==> src/rtl/mem_port_arbiter_if.sv <==
// Bundle for the fetch/data requester handshakes and the shared memory port.
// ARB_PERF_CNT_EN adds the wait-cycle counter outputs.
interface mem_port_arbiter_if #(
    parameter int unsigned AW = 9
);
    logic          if_req;
    logic [31:0]   if_addr;
    logic          if_ack;
    logic [31:0]   if_rdata;
    logic          dm_req;
    logic          dm_we;
    logic [31:0]   dm_addr;
    logic [31:0]   dm_wdata;
    logic          dm_ack;
    logic [31:0]   dm_rdata;
    logic          mem_en;
    logic          mem_we;
    logic [AW-1:0] mem_addr;
    logic [31:0]   mem_wdata;
    logic [31:0]   mem_rdata;
    logic          busy;
`ifdef ARB_PERF_CNT_EN
    logic [31:0]   if_wait_cnt;
    logic [31:0]   dm_wait_cnt;
`endif

    // Requesters plus memory: drives requests and read data, observes the arbiter.
    modport master (
`ifdef ARB_PERF_CNT_EN
        input  if_wait_cnt, dm_wait_cnt,
`endif
        output if_req, if_addr, dm_req, dm_we, dm_addr, dm_wdata, mem_rdata,
        input  if_ack, if_rdata, dm_ack, dm_rdata, mem_en, mem_we, mem_addr, mem_wdata, busy
    );

    modport slave (
`ifdef ARB_PERF_CNT_EN
        output if_wait_cnt, dm_wait_cnt,
`endif
        input  if_req, if_addr, dm_req, dm_we, dm_addr, dm_wdata, mem_rdata,
        output if_ack, if_rdata, dm_ack, dm_rdata, mem_en, mem_we, mem_addr, mem_wdata, busy
    );
endinterface

==> src/rtl/mem_port_arbiter.sv <==
// Arbitrates fetch and data requesters onto one single-port word memory with a fixed latency.
// Optional ARB_PERF_CNT_EN adds saturating per-requester wait-cycle counters.
module mem_port_arbiter #(
    parameter int unsigned MEM_LAT    = 2,
    parameter int unsigned AW         = 9,
    parameter logic [31:0] DATA_BASE  = 32'h0000_2000,
    parameter int unsigned MAX_STREAK = 4
) (
    input logic              clk,
    input logic              rst,
    mem_port_arbiter_if.slave bus
);

    localparam int unsigned CW = (MEM_LAT > 1) ? $clog2(MEM_LAT) : 1;
    localparam int unsigned SW = $clog2(MAX_STREAK + 1);
    localparam logic [CW-1:0] LastCnt    = CW'(MEM_LAT - 1);
    // Wraps to all-ones when MEM_LAT==1, a value the counter never holds then.
    localparam logic [CW-1:0] PreLastCnt = CW'(MEM_LAT - 2);
    localparam logic [SW-1:0] MaxStreak  = SW'(MAX_STREAK);

    typedef enum logic [1:0] {StIdle, StAccess, StDone} state_e;

    state_e        state_q;
    logic [CW-1:0] cnt_q;
    logic [SW-1:0] streak_q;
    logic          dm_sel_q;
    logic          we_q;
    logic          if_ack_q, dm_ack_q;
    logic [31:0]   if_rdata_q, dm_rdata_q;
    logic          mem_en_q, mem_we_q;
    logic [AW-1:0] mem_addr_q;
    logic [31:0]   mem_wdata_q;
    logic          busy_q;

    logic [31:0]   dm_off;
    logic [AW-1:0] if_word, dm_word;
    logic          grant_dm;

    assign dm_off   = bus.dm_addr - DATA_BASE;
    assign if_word  = bus.if_addr[AW+1:2];
    assign dm_word  = dm_off[AW+1:2];
    assign grant_dm = bus.dm_req && (!bus.if_req || (streak_q < MaxStreak));

    always_ff @(posedge clk or posedge rst) begin
        if (rst) begin
            state_q     <= StIdle;
            cnt_q       <= '0;
            streak_q    <= '0;
            dm_sel_q    <= 1'b0;
            we_q        <= 1'b0;
            if_ack_q    <= 1'b0;
            dm_ack_q    <= 1'b0;
            if_rdata_q  <= '0;
            dm_rdata_q  <= '0;
            mem_en_q    <= 1'b0;
            mem_we_q    <= 1'b0;
            mem_addr_q  <= '0;
            mem_wdata_q <= '0;
            busy_q      <= 1'b0;
        end else begin
            case (state_q)
                StIdle: begin
                    if (bus.if_req || bus.dm_req) begin
                        state_q     <= StAccess;
                        cnt_q       <= '0;
                        dm_sel_q    <= grant_dm;
                        we_q        <= grant_dm && bus.dm_we;
                        mem_en_q    <= 1'b1;
                        busy_q      <= 1'b1;
                        mem_addr_q  <= grant_dm ? dm_word : if_word;
                        mem_wdata_q <= grant_dm ? bus.dm_wdata : '0;
                        mem_we_q    <= (MEM_LAT == 1) && grant_dm && bus.dm_we;
                        streak_q    <= (grant_dm && bus.if_req) ? streak_q + 1'b1 : '0;
                    end
                end
                StAccess: begin
                    cnt_q <= cnt_q + 1'b1;
                    if (cnt_q == LastCnt) begin
                        state_q  <= StDone;
                        mem_en_q <= 1'b0;
                        mem_we_q <= 1'b0;
                        if (dm_sel_q) begin
                            dm_ack_q   <= 1'b1;
                            dm_rdata_q <= we_q ? 32'h0 : bus.mem_rdata;
                        end else begin
                            if_ack_q   <= 1'b1;
                            if_rdata_q <= bus.mem_rdata;
                        end
                    end else begin
                        // Registered strobe: raise it one cycle ahead of the last access cycle.
                        mem_we_q <= we_q && (cnt_q == PreLastCnt);
                    end
                end
                StDone: begin
                    if_ack_q <= 1'b0;
                    dm_ack_q <= 1'b0;
                    busy_q   <= 1'b0;
                    state_q  <= StIdle;
                end
                default: state_q <= StIdle;
            endcase
        end
    end

    assign bus.if_ack    = if_ack_q;
    assign bus.if_rdata  = if_rdata_q;
    assign bus.dm_ack    = dm_ack_q;
    assign bus.dm_rdata  = dm_rdata_q;
    assign bus.mem_en    = mem_en_q;
    assign bus.mem_we    = mem_we_q;
    assign bus.mem_addr  = mem_addr_q;
    assign bus.mem_wdata = mem_wdata_q;
    assign bus.busy      = busy_q;

`ifdef ARB_PERF_CNT_EN
    logic [31:0] if_wait_q, dm_wait_q;

    always_ff @(posedge clk or posedge rst) begin
        if (rst) begin
            if_wait_q <= '0;
            dm_wait_q <= '0;
        end else begin
            if (bus.if_req && !if_ack_q && (if_wait_q != 32'hFFFF_FFFF)) begin
                if_wait_q <= if_wait_q + 32'd1;
            end
            if (bus.dm_req && !dm_ack_q && (dm_wait_q != 32'hFFFF_FFFF)) begin
                dm_wait_q <= dm_wait_q + 32'd1;
            end
        end
    end

    assign bus.if_wait_cnt = if_wait_q;
    assign bus.dm_wait_cnt = dm_wait_q;
`endif

endmodule

==> src/flat_wrapper.sv <==
// flat-port wrapper written by rule: the top's interface ports become plain ports
module mem_port_arbiter_flat 
#(
    parameter int unsigned MEM_LAT    = 2,
    parameter int unsigned AW         = 9,
    parameter logic [31:0] DATA_BASE  = 32'h0000_2000,
    parameter int unsigned MAX_STREAK = 4
)
  (clk, rst, bus_if_req, bus_if_addr, bus_dm_req, bus_dm_we, bus_dm_addr, bus_dm_wdata, bus_mem_rdata, bus_if_ack, bus_if_rdata, bus_dm_ack, bus_dm_rdata, bus_mem_en, bus_mem_we, bus_mem_addr, bus_mem_wdata, bus_busy);
  mem_port_arbiter_if #(.AW(AW)) bus_i ();
  input logic clk;
  input logic rst;
  input wire logic [$bits(bus_i.if_req)-1:0] bus_if_req;
  input wire logic [$bits(bus_i.if_addr)-1:0] bus_if_addr;
  input wire logic [$bits(bus_i.dm_req)-1:0] bus_dm_req;
  input wire logic [$bits(bus_i.dm_we)-1:0] bus_dm_we;
  input wire logic [$bits(bus_i.dm_addr)-1:0] bus_dm_addr;
  input wire logic [$bits(bus_i.dm_wdata)-1:0] bus_dm_wdata;
  input wire logic [$bits(bus_i.mem_rdata)-1:0] bus_mem_rdata;
  output wire logic [$bits(bus_i.if_ack)-1:0] bus_if_ack;
  output wire logic [$bits(bus_i.if_rdata)-1:0] bus_if_rdata;
  output wire logic [$bits(bus_i.dm_ack)-1:0] bus_dm_ack;
  output wire logic [$bits(bus_i.dm_rdata)-1:0] bus_dm_rdata;
  output wire logic [$bits(bus_i.mem_en)-1:0] bus_mem_en;
  output wire logic [$bits(bus_i.mem_we)-1:0] bus_mem_we;
  output wire logic [$bits(bus_i.mem_addr)-1:0] bus_mem_addr;
  output wire logic [$bits(bus_i.mem_wdata)-1:0] bus_mem_wdata;
  output wire logic [$bits(bus_i.busy)-1:0] bus_busy;
  assign bus_i.if_req = bus_if_req;
  assign bus_i.if_addr = bus_if_addr;
  assign bus_i.dm_req = bus_dm_req;
  assign bus_i.dm_we = bus_dm_we;
  assign bus_i.dm_addr = bus_dm_addr;
  assign bus_i.dm_wdata = bus_dm_wdata;
  assign bus_i.mem_rdata = bus_mem_rdata;
  assign bus_if_ack = bus_i.if_ack;
  assign bus_if_rdata = bus_i.if_rdata;
  assign bus_dm_ack = bus_i.dm_ack;
  assign bus_dm_rdata = bus_i.dm_rdata;
  assign bus_mem_en = bus_i.mem_en;
  assign bus_mem_we = bus_i.mem_we;
  assign bus_mem_addr = bus_i.mem_addr;
  assign bus_mem_wdata = bus_i.mem_wdata;
  assign bus_busy = bus_i.busy;
  mem_port_arbiter #(.MEM_LAT(MEM_LAT), .AW(AW), .DATA_BASE(DATA_BASE), .MAX_STREAK(MAX_STREAK)) u_core (.clk(clk), .rst(rst), .bus(bus_i));
endmodule
==> config.mk <==
export PLATFORM = sky130hd
export DESIGN_NAME = mem_port_arbiter_flat
export DESIGN_NICKNAME = d
export VERILOG_FILES = /design/src/rtl/mem_port_arbiter_if.sv /design/src/rtl/mem_port_arbiter.sv /design/src/flat_wrapper.sv
export SDC_FILE = /design/constraint.sdc
export NUM_CORES = 1
export LEC_CHECK = 0
export BUFFER_PORTS_ARGS = -buffer_cell sky130_fd_sc_hd__buf_2
export CAP_MARGIN = 5
export CORE_MARGIN = 3
export CORE_UTILIZATION = 48
export DETAILED_ROUTE_END_ITERATION = 8
export GPL_TIMING_DRIVEN = 0
export MAX_ROUTING_LAYER = met4
export PLACE_DENSITY = 0.92
export SLEW_MARGIN = 20
export SYNTH_ARGS = -nofsm -noshare
export SYNTH_HDL_FRONTEND = slang
export SYNTH_SLANG_ARGS = --single-unit
==> constraint.sdc <==
create_clock -name clk -period 10 [get_ports clk]
set_input_delay 2 -clock clk [delete_from_list [all_inputs] [get_ports clk]]
set_output_delay 2 -clock clk [all_outputs]
set_load 0.01 [all_outputs]
==> metrics, run 1 <==
Congestion Overflow GR 0; Via density 5.08; setup violators final 0; Slew HR 67.8%; global-route wire length before repair 18,800 um; gpl congestion 0.790; RSZ-0062 raised after global routing no; 1st-pass router iterations 6; cell count after synthesis 351; layout cells sized above 1 50.9%; reg-to-reg startpoint u_core.state_q[1]; worst slew pin tran 483 ps; Required @ worst endpoint 8000 ps; CTS tree built; Max Cap Viol 0; footprint of the multi-input gates 0.00152 mm^2; most frequent cells in the layout buf_2 (205), dfrtp_1 (118), nand2_1 (69); Worst Hold Class register to register; register area share after synthesis 64.2%; Core Area 0.00928 mm^2; Final ANT Viol Nets 0; die area 0.0108 mm^2; pre-CTS setup slack 6730 ps; clk sinks 118; CP Launch Type register; initial antenna violation count 0; CP Capture Type output port; Via Count 3,595; pin count of the biggest net entering global routing 68; CP Depth 1; DRC Markers 0; CP Cell Sequence buf_2; CP Launch Point u_core.bus.mem_wdata[6]; Area Overhead vs Synth 38.8%; fmax 328 MHz; WS Path Type register to output port; CTS root buffer clkbuf_8; Post-Syn Nets 485; Starting Density 49.6%; Avg Inst Size Synth 13.1 um^2; row count 35; CTS Hold Bufs 0; PortBufs 196; mapped cell area 0.00460 mm^2; power consumption 0.00225 W; CTS clk-pin slew, worst paths 60 ps; fin nets 701; Worst Min Path Start u_core.bus.dm_rdata[23]; final wirelength 11,300 um; Post-CTS Resized 0; P_leak 3.37 nW; pwr dens 352 mW/mm^2; R2R depth 4; Clock Latency Late Sink 500 ps; antenna diode count 0; Final Hold Vio Count 0; Worst Skew 12.3 ps; CP delay by family, top flip-flops; setup tns final 0 ps; final worst path period share 30.5%; IO Pins 243; drt wl/cell 16.0 um; initial DRC count 151; commonest non-fill, non-tap cell in the layout buf_2; register area 0.00295 mm^2; Die Wd 104 um; status completed; CP peak stage delay 400 ps; clock period minus worst slack 3050 ps; Final WS setup 6950 ps; Slowest cell on crit path dfrtp_1; post-CTS repair timing setup buffer count 0; Die Y 104 um; # H-tree levels 4; worst path arrival time 1050 ps; Synth cell types 26; crit path max fanout 2; Tot GR Track Use 22.4%; Layout fillers 701; Ys Warns 0; FF+latch count, synth 118; number of global-route vias before repair 3,903; final core occ 68.8%; Slew Viols, Final 0; maximum vdd drop 0.146 mV; worst path bufs/invs 1; Num CTS Buffers 17; hpwl dp 8460 um; Hold Path Stages 2; clk buf depth 2
per-stage QoR:
stage	cells	cell area (um^2)	hold slack (ps)
finish	708	6380	476
global route	708	6380	505
CTS	708	6380	480
detailed placement	677	5780	467
global placement	676	5740	458
floorplan	351	4600	473
path summary, 6_finish.rpt:
path,endpoint,slack (ps)
min in group asynchronous,u_core.bus.if_rdata[22],1530
hold / removal,u_core.bus.dm_rdata[23],480
max in group asynchronous,u_core.bus.dm_rdata[7],7790
hold reg to reg,u_core.bus.dm_rdata[23],480
setup / recovery,bus_mem_wdata[6],6950
setup reg to reg,u_core.bus.if_rdata[12],8270
state kept, by name (all words and copies together) (netlist names), 2 cells and up:
name / count
u_core.bus.mem_wdata: 32
u_core.streak_q: 3
u_core.bus.dm_rdata: 32
u_core.bus.if_rdata: 32
u_core.bus.mem_addr: 9
u_core.state_q: 2
per-layer routing:
layer  wire length, um  global-route usage, %  vias up
li1                  -                      -     1660
met3               686                   5.83       22
met1              4620                   26.9     1746
met5                 0                      -        -
met4               259                   8.83        0
met2              5780                   36.5      167
cell type report:
cell class,count,area share (%)
flip-flops and latches,118,46.3
multi-input cells,208,23.8
repair buffers,197,15.8
clock buffers,24,7.68
well taps,129,2.53
clock inverters,7,1.84
plain buffers,22,1.82
inverters,3,0.255
synth_stat cells:
cell type  count  area, um^2
mux2_2        33         372
nor2_1         3        11.3
buf_1          2        7.51
nand3b_1       1        7.51
nand2_1       69         259
nand2b_1       2        12.5
a21o_1         2        15.0
clkbuf_1       6        22.5
or2_4          1        8.76
mux2_4        18         270
nor2_2         1        6.26
inv_1          3        11.3
buf_6          1        11.3
nor2_4         1        11.3
buf_4          4        30.0
o32ai_1        1        8.76
a22o_1        35         307
o21a_1         1        7.51
ha_1           1        12.5
a21bo_1        1        10.0
and4b_1        1        10.0
buf_2          9        45.0
o211ai_1       1        7.51
o21ai_0       35         175
nand4b_1       1        8.76
dfrtp_1      118        2950
power breakdown:
| part | switching (W) | total (W) | internal (W) |
|---|---|---|---|
| Sequential | 0.000123 | 0.000826 | 0.000702 |
| Clock | 0.000201 | 0.000612 | 0.000411 |
| Combinational | 0.000423 | 0.000811 | 0.000389 |
| Total | 0.000747 | 0.00225 | 0.00150 |
kinds of logic (layout without fill, tap and decap cells):
group,after synthesis,count (layout),synth area share [%]
adder cells (fa/ha/maj),1,1,0.272
flip-flops,118,118,64.2
buffers and inverters,25,253,2.77
multiplexers,51,51,14.0
AO/OA/AOI/OAI,76,76,11.5
AND/OR/NAND/NOR,80,80,7.29
Note: power is estimated with default switching activity, not from simulation.
==> run 2, diff against run 1 <==
--- a/config.mk
+++ b/config.mk
@@ -5,14 +5,15 @@
 export SDC_FILE = /design/constraint.sdc
 export NUM_CORES = 1
 export LEC_CHECK = 0
+export ABC_AREA = 1
 export BUFFER_PORTS_ARGS = -buffer_cell sky130_fd_sc_hd__buf_2
 export CAP_MARGIN = 5
 export CORE_MARGIN = 3
-export CORE_UTILIZATION = 48
+export CORE_UTILIZATION = 42
 export DETAILED_ROUTE_END_ITERATION = 8
 export GPL_TIMING_DRIVEN = 0
 export MAX_ROUTING_LAYER = met4
-export PLACE_DENSITY = 0.92
+export PLACE_DENSITY = 0.84
 export SLEW_MARGIN = 20
 export SYNTH_ARGS = -nofsm -noshare
 export SYNTH_HDL_FRONTEND = slang
==> constraint.sdc (replaced) <==
create_clock -name clk -period 2.6 [get_ports clk]
set_input_delay 0.52 -clock clk [delete_from_list [all_inputs] [get_ports clk]]
set_output_delay 0.52 -clock clk [all_outputs]
set_load 0.01 [all_outputs]
==> run 2 against run 1 <==
Net effect: sequential share of layout area is 3.1 points lower; register-to-register slack worse by 7200 ps; combinational power grew to 4.0 times the previous value; global-route usage is 1.2 points lower; utilization is 9.4 points lower; area after synthesis is 8.7% higher; cell area is 7.1% higher; critical path type is now register to register; critical endpoint is now u_core.bus.mem_wdata[11].
==> metrics, run 2 <==
hpwl dp 9380 um (+11%); status completed; die area 0.0132 mm^2 (+23%); top-area cell type share of the netlist area 59.1% (-5.1 points); layout cells sized above 1 31.1% (-20 points); CP Launch Type register; final worst path period share 58.9%; Slew HR 61.4% (-6.4 points); PortBufs 194 (-1.0%); Switching Share 37.4% (+4.1 points); Post-Layout Cell Count 990 (+40%); pre-CTS setup slack 946 ps (-5790 ps); post-CTS repair timing setup buffer count 0 (unchanged); CP Launch Point u_core.state_q[0]; Post-CTS Resized 0 (unchanged); ys async rst share 100% (unchanged); # H-tree levels 4 (unchanged); initial DRC count 394 (+160%); Post-synth EDFFs 0 (unchanged); commonest cells in the netlist nand2_1 (302), dfrtp_1 (118), inv_1 (57), nand3_1 (54), nor2_1 (34); CP Cell Sequence nor2_2 > clkbuf_1 > nand3_1 > nand2_1; Worst Hold Class input port to async pin; WS Path Type register to register; setup tns final 0 ps (unchanged); Ys Warns 0 (unchanged); mapped cell area 0.00500 mm^2 (+8.7%); CTS root buffer clkbuf_16; crit path max fanout 10 (+8); DRC Markers 0 (unchanged); clk buf depth 2 (unchanged); Tot GR Track Use 21.2% (-1.2 points); Post-Syn Nets 752 (+55%); fmax 653 MHz; final wirelength 13,100 um (+16%); fin nets 968 (+38%); pin count of the biggest net entering global routing 35 (-49%); CTS Hold Bufs 0 (unchanged); Slew Viols, Final 0 (unchanged); Post-Layout Inst Area 0.00684 mm^2 (+7.1%); Num CTS Buffers 17 (unchanged); Max Cap Viol 0 (unchanged); top_reg_cell synth dfrtp_1; setup violators final 0 (unchanged); IO Pins 243 (unchanged); 1st-pass router iterations 5 (-1); Die Y 115 um (+11%); clock period minus worst slack 1530 ps; Slowest cell on crit path dfrtp_1; Logic pwr share 36.4% (+0.3 points); global-route wire length before repair 21,700 um (+15%); Core Area 0.0115 mm^2 (+24%); most numerous cell in the Yosys netlist nand2_1; worst path arrival time 1870 ps (+820 ps); Clock Power Share 27.8% (+0.6 points); cell count after placement 958 (+42%); Int Pwr 0.00554 W (+270%); Sequential Power Share 35.8% (-0.9 points); Starting Density 43.4% (-6.1 points); commonest non-fill, non-tap cell in the layout nand2_1; CTS clk-pin slew, worst paths 60 ps (about the same); Avg Inst Size Synth 8.09 um^2 (-38%); initial antenna violation count 0 (unchanged); register area share after synthesis 59.1% (-5.1 points); row count 39 (+11%); Layout fillers 1,026 (+46%); CTS tree built; gpl congestion 0.849 (+7.4%); antenna diode count 0 (unchanged); cell count after synthesis 618 (+76%); drt wl/cell 13.3 um (-17%); most frequent cells in the layout nand2_1 (302), buf_2 (214), dfrtp_1 (118); pwr dens 1290 mW/mm^2 (+270%); Final Hold Vio Count 0 (unchanged); ranking of synthesized cells by area dfrtp_1 (59%), nand2_1 (23%), nand3_1 (5.4%), inv_1 (4.3%), nor2_1 (2.6%); Area Overhead vs Synth 36.7%; FF+latch count, synth 118 (unchanged); Via Count 4,656 (+30%); CP Capture Type register; Required @ worst endpoint 2940 ps (-5060 ps); RSZ-0062 raised after global routing no; maximum vdd drop 0.511 mV (+250%); CP peak stage delay 450 ps (+50 ps); largest area contributor in the netlist dfrtp_1; Synth cell types 18 (-31%); Via density 4.70 (-7.4%); worst slew pin tran 578 ps (+94.9 ps); Worst Skew 7.32 ps (-4.98 ps); Die Wd 115 um (+11%); placed cell areas 0.00621 mm^2 (+7.6%); clk sinks 118 (unchanged); sw power 0.00331 W (+340%); Final ANT Viol Nets 0 (unchanged); Congestion Overflow GR 0 (unchanged); Final WS setup 1070 ps (-5880 ps); Clock Latency Late Sink 400 ps (-100 ps); reg-to-reg startpoint u_core.state_q[0]; P_leak 4.11 nW (+22%); number of global-route vias before repair 4,638 (+19%)
run 2: changes by cell type in the layout (fill, tap and decap cells not counted), sizes merged, moves of 2 or more:
cell | previous run | this run
nand2 | 69 | 304
nand3 | 0 | 57
inv | 3 | 59
mux2 | 51 | 0
a22o | 35 | 0
nor2 | 5 | 38
o21ai | 35 | 7
buf | 213 | 220
clkinv | 1 | 5
a21o | 2 | 0
clkbuf | 30 | 28
nand2b | 2 | 0
nand4 | 0 | 2
run 2: kinds of logic (layout without fill, tap and decap cells):
family | count (synthesis) | in the layout | synth area share (%)
and+or+nand+nor | 402 | 402 | 32.4
adders and majority gates | 1 | 1 | 0.250
buffers and inverters | 90 | 319 | 7.48
AOI/OAI and AO/OA | 7 | 7 | 0.776
DFF | 118 | 118 | 59.1
run 2: cell type report:
type | instances | area (um^2) | area share, %
flip-flops and latches | 118 | 2950 | 43.2
multi-input cells | 410 | 1670 | 24.5
repair buffers | 197 | 1030 | 15.1
clock buffers | 20 | 447 | 6.53
inverters | 59 | 225 | 3.29
well taps | 143 | 179 | 2.62
clock inverters | 12 | 176 | 2.58
plain buffers | 31 | 153 | 2.23
run 2: worst paths after layout:
check | end | slack [ps] | cells after the start
min in group clk | u_core.bus.if_rdata[19] | 330 | 3
max in group asynchronous | u_core.bus.if_rdata[2] | 1630 | 4
hold / removal | u_core.bus.if_rdata[24] | 180 | 2
setup / recovery | u_core.bus.mem_wdata[11] | 1070 | 4
hold reg to reg | u_core.bus.if_rdata[20] | 470 | 2
setup reg to reg | u_core.bus.mem_wdata[11] | 1070 | 4
run 2: power groups by stage:
| stage | combinational [W] | sequential, W | clock, W |
|---|---|---|---|
| after floorplan | 0.00152 | 0.00352 | 0 |
| after global placement | 0.00317 | 0.00316 | 0 |
| after detailed placement | 0.00327 | 0.00316 | 0 |
| after CTS | 0.00328 | 0.00317 | 0.00249 |
| after global routing | 0.00369 | 0.00327 | 0.00258 |
| final | 0.00322 | 0.00316 | 0.00246 |
run 2: layer usage:
| layer | routed length [um] | vias up | GRT usage (%) |
|---|---|---|---|
| met1 | 5620 | 2160 | 26.4 |
| met5 | 0 | - | - |
| li1 | - | 2291 | - |
| met2 | 6410 | 192 | 34.1 |
| met3 | 986 | 13 | 5.58 |
| met4 | 129 | 0 | 6.49 |
run 2: per-stage QoR:
step / util [%] / hold slack, ps / power [W]
after floorplan: - / 457 / 0.00504
after global placement: 53.4 / 451 / 0.00632
after detailed placement: 54.0 / 460 / 0.00643
after CTS: 59.4 / 182 / 0.00893
after global routing: 59.4 / 212 / 0.00954
final: 59.4 / 180 / 0.00885
run 2: critical path: cells and delay by family (launching register included):
family / cells / cell delay [ps]
flops: 1 / 450
buf+inv: 1 / 410
simple gates: 3 / 620
